[src/rtl/t07_fxp_pkg.sv]
// Shared types, flag positions and saturation bounds for the team-07 fixed-point sequential unit.
package t07_fxp_pkg;

  typedef enum logic [3:0] {
    OP_ADD  = 4'd0,
    OP_SUB  = 4'd1,
    OP_MUL  = 4'd2,
    OP_DIV  = 4'd3,
    OP_MADD = 4'd4,
    OP_MSUB = 4'd5,
    OP_MIN  = 4'd6,
    OP_MAX  = 4'd7,
    OP_EQ   = 4'd8,
    OP_LT   = 4'd9,
    OP_LE   = 4'd10,
    OP_ABS  = 4'd11
  } op_e;

  typedef enum logic [2:0] {
    S_IDLE = 3'd0,
    S_MUL  = 3'd1,
    S_DIV  = 3'd2,
    S_ACC  = 3'd3,
    S_FIN  = 3'd4
  } state_e;

  localparam int FLG_ZERO = 0;
  localparam int FLG_OVF  = 1;
  localparam int FLG_DIVZ = 2;
  localparam int FLG_INV  = 3;

  // Bounds are returned in 64 bits; callers cast down to their own width (<= 64).
  function automatic logic [63:0] sat_max(input int w);
    return (64'd1 << (w - 1)) - 64'd1;
  endfunction

  function automatic logic [63:0] sat_min(input int w);
    return 64'd1 << (w - 1);
  endfunction

endpackage

[src/rtl/t07_fxp_muldiv_core.sv]
// Iterative unsigned engine: shift-add multiply (WIDTH steps) or restoring divide of a<<FRAC (WIDTH+FRAC steps).
module t07_fxp_muldiv_core #(
  parameter int WIDTH = 32,
  parameter int FRAC  = 16
) (
  input  logic                 clk,
  input  logic                 nrst,
  input  logic                 load_i,
  input  logic                 mode_i,
  input  logic                 step_i,
  input  logic [WIDTH-1:0]     a_mag_i,
  input  logic [WIDTH-1:0]     b_mag_i,
  output logic                 last_o,
  output logic [2*WIDTH-1:0]   mag_o
);

  localparam int QW = WIDTH + FRAC;
  localparam int CW = $clog2(QW + 1);

  logic              mode_q;
  logic [CW-1:0]     cnt_q;
  logic [WIDTH-1:0]  dvs_q;
  logic [2*WIDTH-1:0] p_q, p_d;
  logic [QW-1:0]     q_q, q_d;
  logic [WIDTH-1:0]  r_q, r_d;
  logic [WIDTH:0]    mul_sum, r_sh, r_sub;
  logic              r_ge;

  // Multiplier sits in the low half of p_q and is consumed LSB-first as the product shifts in.
  always_comb begin
    mul_sum = {1'b0, p_q[2*WIDTH-1:WIDTH]} + (p_q[0] ? {1'b0, dvs_q} : '0);
    p_d     = {mul_sum, p_q[WIDTH-1:1]};
    r_sh    = {r_q, q_q[QW-1]};
    r_sub   = r_sh - {1'b0, dvs_q};
    r_ge    = (r_sh >= {1'b0, dvs_q});
    r_d     = r_ge ? r_sub[WIDTH-1:0] : r_sh[WIDTH-1:0];
    q_d     = {q_q[QW-2:0], r_ge};
    last_o  = (cnt_q == (mode_q ? CW'(QW - 1) : CW'(WIDTH - 1)));
    mag_o   = mode_q ? (2*WIDTH)'(q_d) : (p_d >> FRAC);
  end

  always_ff @(posedge clk or negedge nrst) begin
    if (!nrst) begin
      mode_q <= 1'b0;
      cnt_q  <= '0;
      dvs_q  <= '0;
      p_q    <= '0;
      q_q    <= '0;
      r_q    <= '0;
    end else if (load_i) begin
      mode_q <= mode_i;
      cnt_q  <= '0;
      dvs_q  <= mode_i ? b_mag_i : a_mag_i;
      p_q    <= {{WIDTH{1'b0}}, b_mag_i};
      q_q    <= {a_mag_i, {FRAC{1'b0}}};
      r_q    <= '0;
    end else if (step_i) begin
      cnt_q <= cnt_q + 1'b1;
      p_q   <= p_d;
      q_q   <= q_d;
      r_q   <= r_d;
    end
  end

endmodule

[src/rtl/t07_fxp_seq_unit.sv]
// Multi-cycle saturating signed fixed-point unit: FSM, sign handling, saturation and single-cycle ops.
module t07_fxp_seq_unit
  import t07_fxp_pkg::*;
#(
  parameter int WIDTH = 32,
  parameter int FRAC  = 16
) (
  input  logic             clk,
  input  logic             nrst,
  input  logic             start,
  input  logic [3:0]       op,
  input  logic [WIDTH-1:0] a,
  input  logic [WIDTH-1:0] b,
  input  logic [WIDTH-1:0] c,
  output logic [WIDTH-1:0] result,
  output logic [3:0]       flags,
  output logic             busy,
  output logic             done,
  output state_e           dbg_state_o
);

  localparam logic [WIDTH-1:0]   MAXV    = WIDTH'(sat_max(WIDTH));
  localparam logic [WIDTH-1:0]   MINV    = WIDTH'(sat_min(WIDTH));
  localparam logic [2*WIDTH-1:0] MAG_POS = {{WIDTH{1'b0}}, MAXV};
  localparam logic [2*WIDTH-1:0] MAG_NEG = MAG_POS + (2*WIDTH)'(1);

  state_e           state_q;
  logic [3:0]       op_q, flags_q;
  logic [WIDTH-1:0] c_q, prod_q, result_q;
  logic             neg_q, prod_ovf_q, done_q;

  logic             accept, is_mul_op, is_div_op;
  logic [WIDTH-1:0] a_mag, b_mag, sc_res, sgn_res, acc_res;
  logic             sc_ovf, sc_divz, sc_inv, sgn_ovf, acc_ovf;
  logic [WIDTH:0]   addsub, acc_sum;
  logic             core_last;
  logic [2*WIDTH-1:0] core_mag;

  function automatic logic [WIDTH:0] add_sat(input logic [WIDTH-1:0] x, input logic [WIDTH-1:0] y,
                                             input logic sub);
    logic [WIDTH:0] s;
    s = sub ? ({x[WIDTH-1], x} - {y[WIDTH-1], y}) : ({x[WIDTH-1], x} + {y[WIDTH-1], y});
    if (s[WIDTH] != s[WIDTH-1]) return {1'b1, (s[WIDTH] ? MINV : MAXV)};
    return {1'b0, s[WIDTH-1:0]};
  endfunction

  function automatic logic [3:0] mk_flags(input logic [WIDTH-1:0] r, input logic ovf,
                                          input logic divz, input logic inv);
    logic [3:0] f;
    f           = '0;
    f[FLG_ZERO] = (r == '0);
    f[FLG_OVF]  = ovf;
    f[FLG_DIVZ] = divz;
    f[FLG_INV]  = inv;
    return f;
  endfunction

  // Handshake: start is sampled on a rising edge only when busy=0 (IDLE or FIN); operands and op
  // are captured on that edge, busy stays high through MUL/DIV/ACC, and done pulses for exactly one
  // cycle together with the new result/flags.
  assign accept    = start && (state_q == S_IDLE || state_q == S_FIN);
  assign a_mag     = a[WIDTH-1] ? -a : a;
  assign b_mag     = b[WIDTH-1] ? -b : b;
  assign is_mul_op = (op == OP_MUL) || (op == OP_MADD) || (op == OP_MSUB);
  assign is_div_op = (op == OP_DIV) && (b != '0);

  t07_fxp_muldiv_core #(.WIDTH(WIDTH), .FRAC(FRAC)) u_core (
    .clk     (clk),
    .nrst    (nrst),
    .load_i  (accept && (is_mul_op || is_div_op)),
    .mode_i  (op == OP_DIV),
    .step_i  (state_q == S_MUL || state_q == S_DIV),
    .a_mag_i (a_mag),
    .b_mag_i (b_mag),
    .last_o  (core_last),
    .mag_o   (core_mag)
  );

  always_comb begin
    if (!neg_q) begin
      sgn_ovf = (core_mag > MAG_POS);
      sgn_res = sgn_ovf ? MAXV : core_mag[WIDTH-1:0];
    end else begin
      sgn_ovf = (core_mag > MAG_NEG);
      sgn_res = sgn_ovf ? MINV : -core_mag[WIDTH-1:0];
    end
    acc_sum = add_sat(prod_q, c_q, op_q == OP_MSUB);
    acc_ovf = acc_sum[WIDTH] | prod_ovf_q;
    acc_res = acc_sum[WIDTH-1:0];
  end

  always_comb begin
    sc_res  = '0;
    sc_ovf  = 1'b0;
    sc_divz = 1'b0;
    sc_inv  = 1'b0;
    addsub  = add_sat(a, b, op == OP_SUB);
    case (op)
      OP_ADD, OP_SUB: {sc_ovf, sc_res} = addsub;
      OP_DIV: begin
        sc_divz = 1'b1;
        sc_res  = a[WIDTH-1] ? MINV : MAXV;
      end
      OP_MIN: sc_res = ($signed(a) <= $signed(b)) ? a : b;
      OP_MAX: sc_res = ($signed(a) >= $signed(b)) ? a : b;
      OP_EQ:  sc_res = {{(WIDTH-1){1'b0}}, a == b};
      OP_LT:  sc_res = {{(WIDTH-1){1'b0}}, $signed(a) < $signed(b)};
      OP_LE:  sc_res = {{(WIDTH-1){1'b0}}, $signed(a) <= $signed(b)};
      OP_ABS: begin
        sc_ovf = (a == MINV);
        sc_res = sc_ovf ? MAXV : a_mag;
      end
      OP_MUL, OP_MADD, OP_MSUB: sc_res = '0;
      default: sc_inv = 1'b1;
    endcase
  end

  always_ff @(posedge clk or negedge nrst) begin
    if (!nrst) begin
      state_q    <= S_IDLE;
      op_q       <= '0;
      c_q        <= '0;
      neg_q      <= 1'b0;
      prod_q     <= '0;
      prod_ovf_q <= 1'b0;
      result_q   <= '0;
      flags_q    <= '0;
      done_q     <= 1'b0;
    end else begin
      done_q <= 1'b0;
      case (state_q)
        S_IDLE, S_FIN: begin
          state_q <= S_IDLE;
          if (accept) begin
            op_q  <= op;
            c_q   <= c;
            neg_q <= a[WIDTH-1] ^ b[WIDTH-1];
            if (is_mul_op)      state_q <= S_MUL;
            else if (is_div_op) state_q <= S_DIV;
            else begin
              state_q  <= S_FIN;
              done_q   <= 1'b1;
              result_q <= sc_res;
              flags_q  <= mk_flags(sc_res, sc_ovf, sc_divz, sc_inv);
            end
          end
        end
        S_MUL: if (core_last) begin
          if (op_q == OP_MUL) begin
            state_q  <= S_FIN;
            done_q   <= 1'b1;
            result_q <= sgn_res;
            flags_q  <= mk_flags(sgn_res, sgn_ovf, 1'b0, 1'b0);
          end else begin
            state_q    <= S_ACC;
            prod_q     <= sgn_res;
            prod_ovf_q <= sgn_ovf;
          end
        end
        S_DIV: if (core_last) begin
          state_q  <= S_FIN;
          done_q   <= 1'b1;
          result_q <= sgn_res;
          flags_q  <= mk_flags(sgn_res, sgn_ovf, 1'b0, 1'b0);
        end
        S_ACC: begin
          state_q  <= S_FIN;
          done_q   <= 1'b1;
          result_q <= acc_res;
          flags_q  <= mk_flags(acc_res, acc_ovf, 1'b0, 1'b0);
        end
        default: state_q <= S_IDLE;
      endcase
    end
  end

  assign result      = result_q;
  assign flags       = flags_q;
  assign done        = done_q;
  assign busy        = (state_q == S_MUL) || (state_q == S_DIV) || (state_q == S_ACC);
  assign dbg_state_o = state_q;

endmodule

[config.mk]
export PLATFORM = sky130hd
export DESIGN_NAME = t07_fxp_seq_unit
export DESIGN_NICKNAME = d
export VERILOG_FILES = /design/src/rtl/t07_fxp_pkg.sv /design/src/rtl/t07_fxp_muldiv_core.sv /design/src/rtl/t07_fxp_seq_unit.sv
export SDC_FILE = /design/constraint.sdc
export NUM_CORES = 1
export LEC_CHECK = 0
export ABC_AREA = 1
export CORE_ASPECT_RATIO = 2
export CORE_MARGIN = 2
export CORE_UTILIZATION = 40
export CTS_CLUSTER_DIAMETER = 150
export DETAILED_ROUTE_END_ITERATION = 7
export PLACE_DENSITY = 0.62
export SLEW_MARGIN = 10
export SYNTH_ARGS = -nofsm -noshare
export SYNTH_HDL_FRONTEND = slang
export SYNTH_HIERARCHICAL = 1
export SYNTH_SLANG_ARGS = --single-unit
[constraint.sdc]
create_clock -name clk -period 6.05 [get_ports clk]
set_input_delay 0.605 -clock clk [delete_from_list [all_inputs] [get_ports clk]]
set_output_delay 0.605 -clock clk [all_outputs]
set_load 0.05 [all_outputs]
==> results.yml <==
cells_and_area:
  fin_util_pct: 45.2
  drive_gt1_share_pct: 4.79
  nNetsFinal: 5538
  final_cell_mix: "nand2_1, inv_1, nor2_1"
  fill_cells: 8591
  synthToLayoutAreaGrowth_pct: 11.8
  final_common_cell: "nand2_1"
  stdcell_area_mm2: 0.0349
drt:
  drt-total-wl_mm: 138
  drc: 0
  via_per_inst: 5.48
  first_pass_iters: 8
  wl_per_cell_um: 21.8
  vias: 34600
  drt-initial-drc-count: 2502
  ant_nets: 0
synth:
  ys_seq_area_share_pct: 23.5
  syn_inst: 5171
  synth.cell_area_mm2: 0.0312
  async_flop_share_pct: 100
  synth_cell_types: 60
  synth_flop_cell: "dfrtp_1"
  synth_warnings: 6
  ys_ff_latch: 293
  synth_area_per_cell_um2: 6.03
  synth_edf_count: 0
timing:
  drv_slew: 0
  tightest_slew_ps: 1130
  finalClockSkew_ps: 49.2
  fin_tns_setup_ps: 0
  slew-limit-headroom_pct: 23.6
  fin_crit_sh_pct: 90.8
  finalHoldViolations: 0
  fmax_mhz: 182
  rsz0062_at_grt: "no"
  fin_crit_ps: 5490
  setup_violations: 0
clock_tree:
  root_buffer: "clkbuf_16"
  cts_tree: "done"
  clkTransAtPathRegs_ps: 70
  h-tree-depth: 1
  clkSinkCount: 293
  cts.path.max_buffers: 3
  clock_latency_ps: 640
  cts_buffers: 30
die:
  die-area_mm2: 0.0804
  die_w_um: 201
  die_y_um: 399
  coreArea_mm2: 0.0771
  initial_utilization_pct: 40.4
  pin_count: 144
  fp-row-count: 144
pwr:
  combinationalPowerShare_pct: 71.1
  p_leak_nw: 18.3
  p_seq_share_pct: 18.1
  ir_worst_vdd_mv: 0.390
  clockPowerShare_pct: 10.8
  intPower_mw: 8.29
  powerDensity_mw_per_mm2: 556
  power_mw: 19.4
  swShare_pct: 57.3
  switchingPower_mw: 11.1
placed_design:
  place_congestion: 1.06
  dp_hpwl_mm: 112
  post_dp_cell_area_mm2: 0.0337
  place.port_buffers: 143
setup_path:
  cp.buffers_inverters: 4
  cp_common_cell: "nand2_1"
  cpPeakStageDelay_ps: 660
  critPathTopFamily: "simple AND/OR/NAND/NOR gates"
  worstPathMaxFanout: 32
  cp_data_required_time_ps: 6580
  end_kind: "flip-flop"
  cp_slowest_cell: "a21oi_1"
  arrival_ps: 6020
  path_class: "reg -> reg"
  cp-start-kind: "flip-flop"
global_routing:
  grt_max_degree: 116
  grt_pass1_vias: 34500
  grt_overflow_total: 0
  grt_pass1_wl_mm: 206
  grt_usage_pct: 33.8
  antenna_found_initial: 2
run_status:
  outcome: "finished, final reports clean"
hold_path:
  min_path_type: "reg -> reg"
flow_run:
  max-cap-violations: 0
## state kept, by name (all words and copies together), names as in the netlist
| signal | cells |
|---|---|
| u_core/p_q | 64 |
| c_q | 32 |
| neg_q | 1 |
| result | 32 |
| u_core/dvs_q | 32 |
| flags | 4 |
| prod_q | 32 |
| op_q | 4 |
| u_core/r_q | 32 |
| dbg_state_o | 3 |
| u_core/cnt_q | 6 |
| done | 1 |
| u_core/mode_q | 1 |
| u_core/q_q | 48 |
| prod_ovf_q | 1 |
## final timing paths
| path | start | endpoint | slack, ps | cells past startpoint |
|---|---|---|---|---|
| setup / recovery | u_core/p_q[0]$_DFFE_PN0P_ | flags[0]$_DFFE_PN0P_ | 560 | 30 |
| min in group asynchronous | nrst | u_core/p_q[61]$_DFFE_PN0P_ | 530 | 2 |
| setup reg to reg | u_core/p_q[0]$_DFFE_PN0P_ | flags[0]$_DFFE_PN0P_ | 560 | 30 |
| hold reg to reg | u_core/p_q[4]$_DFFE_PN0P_ | u_core/p_q[4]$_DFFE_PN0P_ | 490 | 2 |
| hold / removal | u_core/p_q[4]$_DFFE_PN0P_ | u_core/p_q[4]$_DFFE_PN0P_ | 490 | 2 |
| max in group asynchronous | nrst | prod_q[23]$_DFFE_PN0P_ | 3980 | 3 |
## kinds of logic after synthesis
group                    after synthesis  synth area share [%]
XOR/XNOR                             181                  5.08
buffers and inverters                923                  12.0
AND/OR/NAND/NOR                     2827                  38.6
AO/OA/AOI/OAI                        774                  13.8
multiplexers                           1                0.0321
adder cells (fa/ha/maj)              171                  6.98
other                                  1                0.0120
flip-flops                           293                  23.5
## area by class of cell
type                            instances  area, um^2  area share (%)
Multi-Input combinational cell       3970       20200            58.0
Tap cell                             1022        1280            3.67
Antenna cell                            3        7.51          0.0215
Inverter                              725        2720            7.80
Clock buffer                           36         803            2.30
Timing Repair Buffer                  244        2230            6.39
Clock inverter                         19         282           0.807
Sequential cell                       293        7330            21.0
## cell usage after synthesis (all sizes together), types with 2 or more instances
library cell	instances	area, um^2
o22ai	19	119
o21a	15	113
o211ai	5	37.5
dfrtp	293	7330
clkinv	8	30.0
nand3	450	2360
o21bai	22	165
o221ai	32	280
o31ai	3	22.5
nor2	502	1970
fa	5	100
nand2	1660	6340
and3	2	12.5
or2	8	50.1
a21o	16	120
o41ai	2	17.5
a22oi	19	143
ha	166	2080
inv	717	2690
buf	97	632
nor4	23	174
xor2	136	1190
nor3	61	320
nand4	74	463
o21ai	342	1720
clkbuf	101	382
nand3b	34	255
xnor2	45	394
and2	12	75.1
a31oi	40	250
a21oi	250	1250
a21boi	5	37.5
## repair_timing
| action | 4_1_cts | 5_1_grt |
|---|---|---|
| hold buffers | 1 | 0 |
| buffers inserted | 0 | 1 |
| hold endpoints to repair | 2 | 0 |
| setup endpoints to repair | 0 | 2 |
| gates resized for setup | 0 | 2 |
## worst reg2reg max path: cells and delay by family, from the launching register on
| family | cells | cell delay [ps] |
|---|---|---|
| flip-flops | 1 | 350 |
| adder cells (fa/ha/maj) | 1 | 320 |
| AO/OA/AOI/OAI | 5 | 1570 |
| AND/OR/NAND/NOR | 20 | 2390 |
| buffers and inverters | 4 | 760 |
## per-layer routing
layer / vias to the layer above / share of wire [%] / global-route usage [%]
li1: 16700 / - / -
met4: 0 / 12 / 33.5
met5: - / 0 / 0
met1: 16000 / 34 / 32.8
met2: 1319 / 49 / 60.6
met3: 568 / 5.2 / 4.56
## power by group through the flow
stage	Sequential, mW	Combinational (mW)	Clock (mW)
after floorplan	3.71	9.06	0
after global placement	3.51	13.5	0
after detailed placement	3.52	13.5	0
after CTS	3.49	13.6	2.13
after global routing	3.59	15.2	2.20
final	3.51	13.8	2.10
## per-stage QoR
step | std cells | setup slack (ps) | hold WS [ps]
finish | 6312 | 556 | 487
global route | 6309 | 24.9 | 513
CTS | 6307 | 460 | 490
detailed placement | 6251 | 526 | 473
global placement | 6251 | 542 | 465
floorplan | 5186 | 1640 | 309
Power figures use the tool's default switching activity.
